File: config.mk
export PLATFORM = sky130hd
export DESIGN_NAME = pc_unit
export DESIGN_NICKNAME = d
export VERILOG_FILES = /design/src/rtl/pc_unit.sv
export SDC_FILE = /design/constraint.sdc
export NUM_CORES = 1
export LEC_CHECK = 0
export CELL_PAD_IN_SITES_DETAIL_PLACEMENT = 0
export CELL_PAD_IN_SITES_GLOBAL_PLACEMENT = 2
export CORE_MARGIN = 3
export CORE_UTILIZATION = 36
export DETAILED_ROUTE_END_ITERATION = 10
export HOLD_SLACK_MARGIN = 0.02
export PLACE_DENSITY_LB_ADDON = 0.1
export SLEW_MARGIN = 20
export SYNTH_ARGS = -nofsm -noshare
export SYNTH_HDL_FRONTEND = slang
export SYNTH_SLANG_ARGS = --single-unit
File: constraint.sdc
create_clock -name clk -period 4.8 [get_ports clk]
set_input_delay 0.96 -clock clk [delete_from_list [all_inputs] [get_ports clk]]
set_output_delay 0.96 -clock clk [all_outputs]
set_load 0.03 [all_outputs]
File: src/rtl/pc_unit.sv
// Fetch-stage program counter with next-PC selection (sequential, branch, jump,
// RAS return, exception) and a circular return-address stack with sticky underflow flag.
module pc_unit #(
  parameter int               WIDTH      = 32,
  parameter int               INC        = 4,
  parameter int               ALIGN_BITS = 2,
  parameter logic [WIDTH-1:0] RESET_VEC  = WIDTH'(32'h00000000),
  parameter logic [WIDTH-1:0] EXC_VEC    = WIDTH'(32'h00000080),
  parameter int               DEPTH      = 4
) (
  input  logic                     clk,
  input  logic                     R,
  input  logic                     stall,
  input  logic                     exc,
  input  logic                     br_taken,
  input  logic [WIDTH-1:0]         br_target,
  input  logic                     jump,
  input  logic [WIDTH-1:0]         jump_target,
  input  logic                     ras_push,
  input  logic                     ras_pop,
  output logic [WIDTH-1:0]         pc,
  output logic [WIDTH-1:0]         pc_next_seq,
  output logic [WIDTH-1:0]         ras_top,
  output logic [$clog2(DEPTH):0]   ras_count,
  output logic                     ras_err
);

  localparam int PTR_W = $clog2(DEPTH);
  localparam int CNT_W = PTR_W + 1;
  localparam logic [WIDTH-1:0] ALIGN_MASK = ~((WIDTH'(1) << ALIGN_BITS) - WIDTH'(1));

  logic [WIDTH-1:0] r_pc;
  logic [WIDTH-1:0] r_ras [DEPTH];
  logic [PTR_W-1:0] r_top;
  logic [CNT_W-1:0] r_count;
  logic             r_err;

  logic [WIDTH-1:0] w_pc_seq;
  logic [WIDTH-1:0] w_pc_nxt;
  logic [WIDTH-1:0] w_ras_top;
  logic [PTR_W-1:0] w_top_inc;
  logic [PTR_W-1:0] w_top_dec;
  logic             w_empty;
  logic             w_full;
  logic             w_active;

  assign w_pc_seq  = r_pc + WIDTH'(INC);
  assign w_empty   = (r_count == '0);
  assign w_full    = (r_count == CNT_W'(DEPTH));
  assign w_top_inc = r_top + PTR_W'(1);
  assign w_top_dec = r_top - PTR_W'(1);
  assign w_ras_top = w_empty ? '0 : r_ras[r_top];
  // RAS and error flag only move on a cycle that is neither stalled nor excepted.
  assign w_active  = !exc && !stall;

  always_comb begin
    w_pc_nxt = w_pc_seq;
    if (exc) begin
      w_pc_nxt = EXC_VEC;
    end else if (stall) begin
      w_pc_nxt = r_pc;
    end else if (ras_pop && !w_empty) begin
      w_pc_nxt = w_ras_top;
    end else if (ras_pop) begin
      w_pc_nxt = w_pc_seq;
    end else if (jump) begin
      w_pc_nxt = jump_target & ALIGN_MASK;
    end else if (br_taken) begin
      w_pc_nxt = br_target & ALIGN_MASK;
    end
  end

  always_ff @(posedge clk) begin
    if (R) begin
      r_pc    <= RESET_VEC;
      r_top   <= '0;
      r_count <= '0;
      r_err   <= 1'b0;
      for (int i = 0; i < DEPTH; i++) r_ras[i] <= '0;
    end else begin
      r_pc <= w_pc_nxt;
      if (w_active) begin
        if (ras_push && ras_pop && !w_empty) begin
          // Call and return in one instruction: swap the top entry in place.
          r_ras[r_top] <= w_pc_seq;
        end else if (ras_push) begin
          // A push when full overwrites the oldest slot, which is the one above top.
          r_ras[w_top_inc] <= w_pc_seq;
          r_top            <= w_top_inc;
          if (!w_full) r_count <= r_count + CNT_W'(1);
        end else if (ras_pop && !w_empty) begin
          r_top   <= w_top_dec;
          r_count <= r_count - CNT_W'(1);
        end
        if (ras_pop && w_empty) r_err <= 1'b1;
      end
    end
  end

  assign pc          = r_pc;
  assign pc_next_seq = w_pc_seq;
  assign ras_top     = w_ras_top;
  assign ras_count   = r_count;
  assign ras_err     = r_err;

endmodule

==> results.json <==
{
  "routedWlPerCell_um": 23.1,
  "async_flop_share_pct": 0,
  "num-fill-cells": 2273,
  "htree_levels": 4,
  "synth.area.top_cells": "edfxtp_1, dfxtp_1, mux4_2, nor2_1, and2_1",
  "cts_tree": "built",
  "finClkSkew_ns": 0.0140,
  "insertion_delay_ns": 0.43,
  "internal_power_mw": 2.63,
  "synth_cells": 808,
  "synth_common_cells": "nor2_1, edfxtp_1, nand2_1, inv_1",
  "drt_iter0_markers": 782,
  "p_sw_mw": 1.00,
  "tightest_slew_ns": 1.05,
  "post_cts_resize_count": 0,
  "ir_drop_mv": 0.233,
  "max_freq_mhz": 222,
  "dr.pass1.iters": 5,
  "grt-busiest-layer": "met2",
  "viasPerCell": 5.50,
  "r2r_cells": 6,
  "cp-end-kind": "primary output",
  "antenna_left": 0,
  "relSlewSlack_pct": 30.0,
  "grt_usage_pct": 22.5,
  "slew_violations": 0,
  "synth_top_flop_cell": "edfxtp_1",
  "cp.required_ns": 3.84,
  "wl_mm": 29.8,
  "grt_use_met1_pct": 33.6,
  "initial_core_util_pct": 37.0,
  "synth_area_leader_cell": "edfxtp_1",
  "power_density_nw_per_um2": 320,
  "cpPeakStageDelay_ns": 0.61,
  "power_frac_comb_pct": 15.2,
  "cellLeakagePower_nw": 4.12,
  "setup_viol": 0,
  "core_area_um2": 23700,
  "finalSetupTns_ns": 0,
  "cts_buffers": 17,
  "maxCapViolCount": 0,
  "synth_edf_count": 128,
  "synth_seq_area_share_pct": 53.1,
  "syn_nets": 882,
  "hold_viol": 0,
  "route.detailed.drc": 0,
  "syn_avg_cell_area_um2": 10.8,
  "antenna_found_initial": 0,
  "rsz0062_at_grt": "false",
  "rrSetupSlack_ns": 1.89,
  "status": "finished clean",
  "io_buffers": 167,
  "critPathSlowestCell": "clkdlybuf4s50_1",
  "path_cells": "ha_1 > nand4_1 > nor3_4 > nand3_1 > xor2_1 > inv_1 > clkdlybuf4s50_1",
  "grt_pass1_wl_mm": 44.0,
  "hold_buffers": 0,
  "r2r-start": "pc[2]",
  "syn_area_um2": 8750,
  "clkSinkCount": 168,
  "cp.arrival_ns": 3.55,
  "period_needed_ns": 4.51,
  "yosysWarningCount": 0,
  "final_nets": 1032,
  "holdWs_ns": 0.499,
  "yosys.area.top_type_share_pct": 43.9,
  "overflow": 0,
  "row_count": 56,
  "grt_max_degree": 39,
  "antenna_cells": 0,
  "vias": 7099,
  "crit_end": "pc_next_seq[28]",
  "cp-startpoint": "pc[2]",
  "grt_pass1_vias": 6968,
  "die_y_um": 162,
  "ys_seq_elements": 168,
  "synthMostInstantiatedCell": "nor2_1",
  "p_seq_share_pct": 45.4,
  "crit_type": "reg2out",
  "holdCritPathClass": "reg2reg",
  "drive_above_1_share_pct": 11.8,
  "clkPwrFrac_pct": 39.3,
  "cts_root_buf": "clkbuf_16",
  "routabilityCongestion": 0.836,
  "met3_usage_pct": 5.18,
  "dp_hpwl_mm": 20.2,
  "path_clk_slew_ns": 0.08,
  "cts_max_path_buffers": 2,
  "post-cts-setup-buffers": 0,
  "cp_max_fo": 10,
  "fp.dieW_um": 162,
  "area_delta_synth_final_pct": 29.9,
  "dieArea_um2": 26200,
  "io-pin-count": 172,
  "met2_usage_pct": 33.7,
  "post-route-period-util_pct": 94.0,
  "switching_share_pct": 27.6,
  "yosysUniqueCellTypes": 67,
  "cp-start-kind": "register",
  "timing.rr.end": "r_ras[1][20]"
}
[registers in the layout, indices dropped and copies added (netlist names), named ones only]
name	flops
r_top	2
ras_err	1
r_ras	128
ras_count	3
pc	30
[per-layer routing]
layer	up-vias	wire, µm
met2	308	13400
li1	3240	-
met4	0	295
met3	24	2680
met5	-	0
met1	3527	13400
[critical path, delay by kind of cell, from the launching register on]
kind          cells  cell delay (ns)
buf+inv           2             0.69
fa+ha+maj         1             0.29
xor+xnor          1             0.52
flops             1             0.55
simple gates      3             1.06
[layout by cell type (no fill, tap or decap), types with 12 or more instances in the layout]
cell / Yosys / final
o21ai_0: 23 / 23
xor2_1: 20 / 20
dfxtp_1: 40 / 39
xnor2_1: 13 / 13
nor2_1: 142 / 142
mux4_2: 32 / 32
clkbuf_16: 0 / 17
clkdlybuf4s50_1: 0 / 166
nor3_1: 23 / 23
buf_4: 4 / 24
edfxtp_1: 128 / 128
a21oi_1: 33 / 33
nand3_1: 14 / 14
inv_1: 45 / 45
o22ai_1: 12 / 12
nand2_1: 51 / 51
and2_1: 33 / 33
[through the flow]
step	cells	cell area [µm²]	total power [mW]	util (%)	setup slack, ns
4_1_cts	1290	11400	3.67	48.0	0.261
6_report	1290	11400	3.64	48.0	0.287
3_3_place_gp	1258	10800	2.23	45.4	0.774
2_1_floorplan	808	8750	1.98	-	1.76
5_1_grt	1290	11400	3.77	48.0	0.0494
3_5_place_dp	1258	10800	2.24	45.4	0.746
[kinds of logic (layout without fill, tap and decap cells)]
kind of cell / Yosys count / count (layout) / share of synthesized area [%]
and+or+nand+nor: 313 / 313 / 17.9
DFF: 168 / 168 / 53.1
AOI/OAI and AO/OA: 150 / 150 / 11.8
buffers and inverters: 107 / 270 / 5.03
muxes: 35 / 35 / 8.59
xor gates and xnor gates: 33 / 33 / 3.30
adders and majority gates: 2 / 2 / 0.372
[power by group through the flow]
| stage | logic [mW] | registers (mW) | clock network, mW |
|---|---|---|---|
| floorplan | 0.294 | 1.69 | 0 |
| global placement | 0.554 | 1.68 | 0 |
| detailed placement | 0.555 | 1.68 | 0 |
| CTS | 0.557 | 1.65 | 1.46 |
| global route | 0.589 | 1.66 | 1.52 |
| finish | 0.554 | 1.65 | 1.43 |
[layout make-up]
| type | count | area, µm² | share of cell area [%] |
|---|---|---|---|
| Clock buffer | 18 | 429 | 3.78 |
| Clock inverter | 14 | 179 | 1.57 |
| Inverter | 46 | 173 | 1.52 |
| Multi-Input combinational cell | 533 | 3680 | 32.3 |
| Sequential cell | 168 | 4650 | 40.9 |
| Tap cell | 319 | 399 | 3.51 |
| Timing Repair Buffer | 192 | 1870 | 16.4 |
[worst min path at each step]
stage	startpoint	to	slack [ns]	depth (start not counted)
global route	ras_err	ras_err	0.52	2
detailed placement	ras_err	ras_err	0.48	2
CTS	ras_err	ras_err	0.50	2
global placement	ras_err	ras_err	0.46	2
finish	ras_err	ras_err	0.50	2
floorplan	r_top[0]	register	0.57	2
Note: power is estimated with default switching activity, not from simulation.
==> patch (same settings) <==
Set the parameter `WIDTH` to 64 (it was 32).
--- a/src/rtl/pc_unit.sv
+++ b/src/rtl/pc_unit.sv
@@ -1,7 +1,7 @@
 // Fetch-stage program counter with next-PC selection (sequential, branch, jump,
 // RAS return, exception) and a circular return-address stack with sticky underflow flag.
 module pc_unit #(
-  parameter int               WIDTH      = 32,
+  parameter int               WIDTH      = 64,
   parameter int               INC        = 4,
   parameter int               ALIGN_BITS = 2,
   parameter logic [WIDTH-1:0] RESET_VEC  = WIDTH'(32'h00000000),
Ports: changed (5 resized); port bits go from 172 to 332. The function was not compared with the original's and may differ.
==> patch against the unedited design <==
Power up 110%. Clock skew up 0.0028 ns. Synthesized area is 99% higher. Synthesized cell count increased by 100%. Wire length grew 140%. Sequential share of layout area shrank 1.0 points. Worst setup slack worse by 0.17 ns. Cell area rose by 100%. Sequential cell count grew 160. Core utilization up 0.62 points. Largest cell class unchanged.
==> patch: results (changes against the unedited design) <==
* Number of synthesized flops with an enable pin at 256 (+100%)
* Routability Congestion at 0.8540 (+2.2%)
* Max Buffers Root-to-Sink at 3 (+1)
* Met3 Use GR at 5.979% (+0.80 points)
* CP max FO at 8 (-2)
* Vias in the first global route at 14,650 (+110%)
* Setup crit end: pc_next_seq[49]
* R2r setup slk at 1.70 ns (-0.19 ns)
* Fillers at 4,377 (+93%)
* Total track usage at 27.84% (+5.3 points)
* Nets@finish at 2,087 (+100%)
* Synth area leaders: edfxtp_1, dfxtp_1, mux4_2, nor2_1, nor3_1
* Clock Latency Late Sink at 0.56 ns (+0.13 ns)
* Worst R2R Start: pc[13]
* Status: finished clean
* Final ANT Viol Nets at 0 (unchanged)
* Syn_nets at 1,782 (+100%)
* DR iter-0 viols at 1,502 (+92%)
* Netlist cell types at 84 (+25%)
* Register area share after synthesis at 52.49% (-0.59 points)
* Routed len/inst at 27.97 µm (+21%)
* Top FF cell, synth: edfxtp_1
* Crit path from: pc[29]
* I/O Buffers at 327 (+96%)
* Grt met2 use at 42.32% (+8.6 points)
* Worst Clk Skew at 0.01683 ns (+0.002789 ns)
* CP arrival at 3.72 ns (+0.17 ns)
* Hold crit path type: reg2reg
* Number of CTS-inserted buffers at 39 (+22)
* Reg with most FFs: r_ras
* # H-tree levels at 2 (-2)
* Reg2reg path depth at 7 (+1)
* ANT cells at 0 (unchanged)
* Most frequent cells after synthesis: edfxtp_1, nor2_1, nand2_1, clkbuf_1, nor3_1
* First-pass GRT wire length at 103,100 µm (+130%)
* Met1 Use GR at 39.86% (+6.3 points)
* Post-Route WL at 72,340 µm (+140%)
* Min cycle time layout at 4.678 ns (+0.1652 ns)
* DP HPWL at 50,110 µm (+150%)
* DR pass1 iterations at 6 (+1)
* Clock slew at reported path FFs at 0.06 ns (-0.02 ns)
* Cells after Synth at 1,644 (+100%)
* Pleak at 0.008181 µW (+99%)
* Placed cell area at 21,540 µm² (+100%)
* Root Buffer: clkbuf_16
* Inst Count DP at 2,515 (+100%)
* Share of cells above drive strength 1 at 13.09% (+1.2 points)
* Slew headroom at 19.66% (-10 points)
* Maximum vdd drop at 0.2011 mV (-14%)
* Drt via density at 5.812 (+5.6%)
* Max reg flops at 256 (+100%)
* Async SR Flop Fraction at 0% (unchanged)
* Worst R2R End: pc[40]
* Warnings from Yosys at 0 (unchanged)
* Largest net degree at the start of global routing at 90 (+130%)
-- patch: metrics by stage --
stage | total power, µW | setup WS [ns]
after detailed placement | 4475 | 0.4782
after global routing | 7726 | -0.008303
after floorplan | 3878 | 0.7375
after global placement | 4468 | 0.5080
after CTS | 7562 | -0.08435
final | 7509 | 0.1216
-- patch: cells by family (layout without fill, tap and decap cells) --
| kind of cell | after synthesis | count (layout) | share of synthesized area (%) |
|---|---|---|---|
| AO/OA/AOI/OAI | 313 | 313 | 11.81 |
| buffers and inverters | 217 | 552 | 5.323 |
| flip-flops | 328 | 328 | 52.49 |
| multiplexers | 68 | 68 | 8.517 |
| adder cells (fa/ha/maj) | 2 | 2 | 0.1870 |
| AND/OR/NAND/NOR | 652 | 652 | 18.41 |
| XOR/XNOR | 64 | 64 | 3.266 |
-- patch: critical path, cell delays in order, from the launching register on --
cell,delay [ns]
dfxtp_1,0.53
and4_1,0.44
nand4_1,0.41
nor3_4,0.42
and4_1,0.31
xnor2_1,0.33
inv_1,0.10
clkdlybuf4s50_1,0.61
-- patch: timing repair --
item,4_1_cts,5_1_grt
pin swaps,0,1
setup endpoints to repair,5,10
cloned,0,0
resized for setup,1,11
-- patch: power by group --
| part | total [µW] | switching [µW] | leakage, µW | internal [µW] |
|---|---|---|---|---|
| Clock | 3090 | 1250 | 0.000649 | 1850 |
| Combinational | 1180 | 717 | 0.00430 | 461 |
| Sequential | 3240 | 79.4 | 0.00324 | 3160 |
| Total | 7510 | 2040 | 0.00818 | 5470 |
-- patch: metal layers --
| layer | up-vias | wire [µm] | part of all wire [%] |
|---|---|---|---|
| met4 | 0 | 2083 | 2.9 |
| met3 | 113 | 6639 | 9.2 |
| met2 | 697 | 32310 | 45 |
| met5 | - | 0 | 0 |
| met1 | 7562 | 31310 | 43 |
| li1 | 6657 | - | - |
-- patch: worst min path at each step --
stage	to	slack [ns]	cells past startpoint
floorplan	register	0.58	2
global placement	ras_err	0.49	2
detailed placement	ras_err	0.50	2
CTS	ras_err	0.52	2
global route	ras_err	0.54	2
finish	ras_err	0.51	2
-- patch: cell type report --
class                   instances  area [µm²]  area share [%]
flip-flops and latches        328        9134           39.84
multi-input cells            1099        7470           32.58
repair buffers                398        3921           17.10
clock buffers                  52        1107           4.830
well taps                     607       759.5           3.313
inverters                      83       311.5           1.359
clock inverters                19       224.0          0.9769
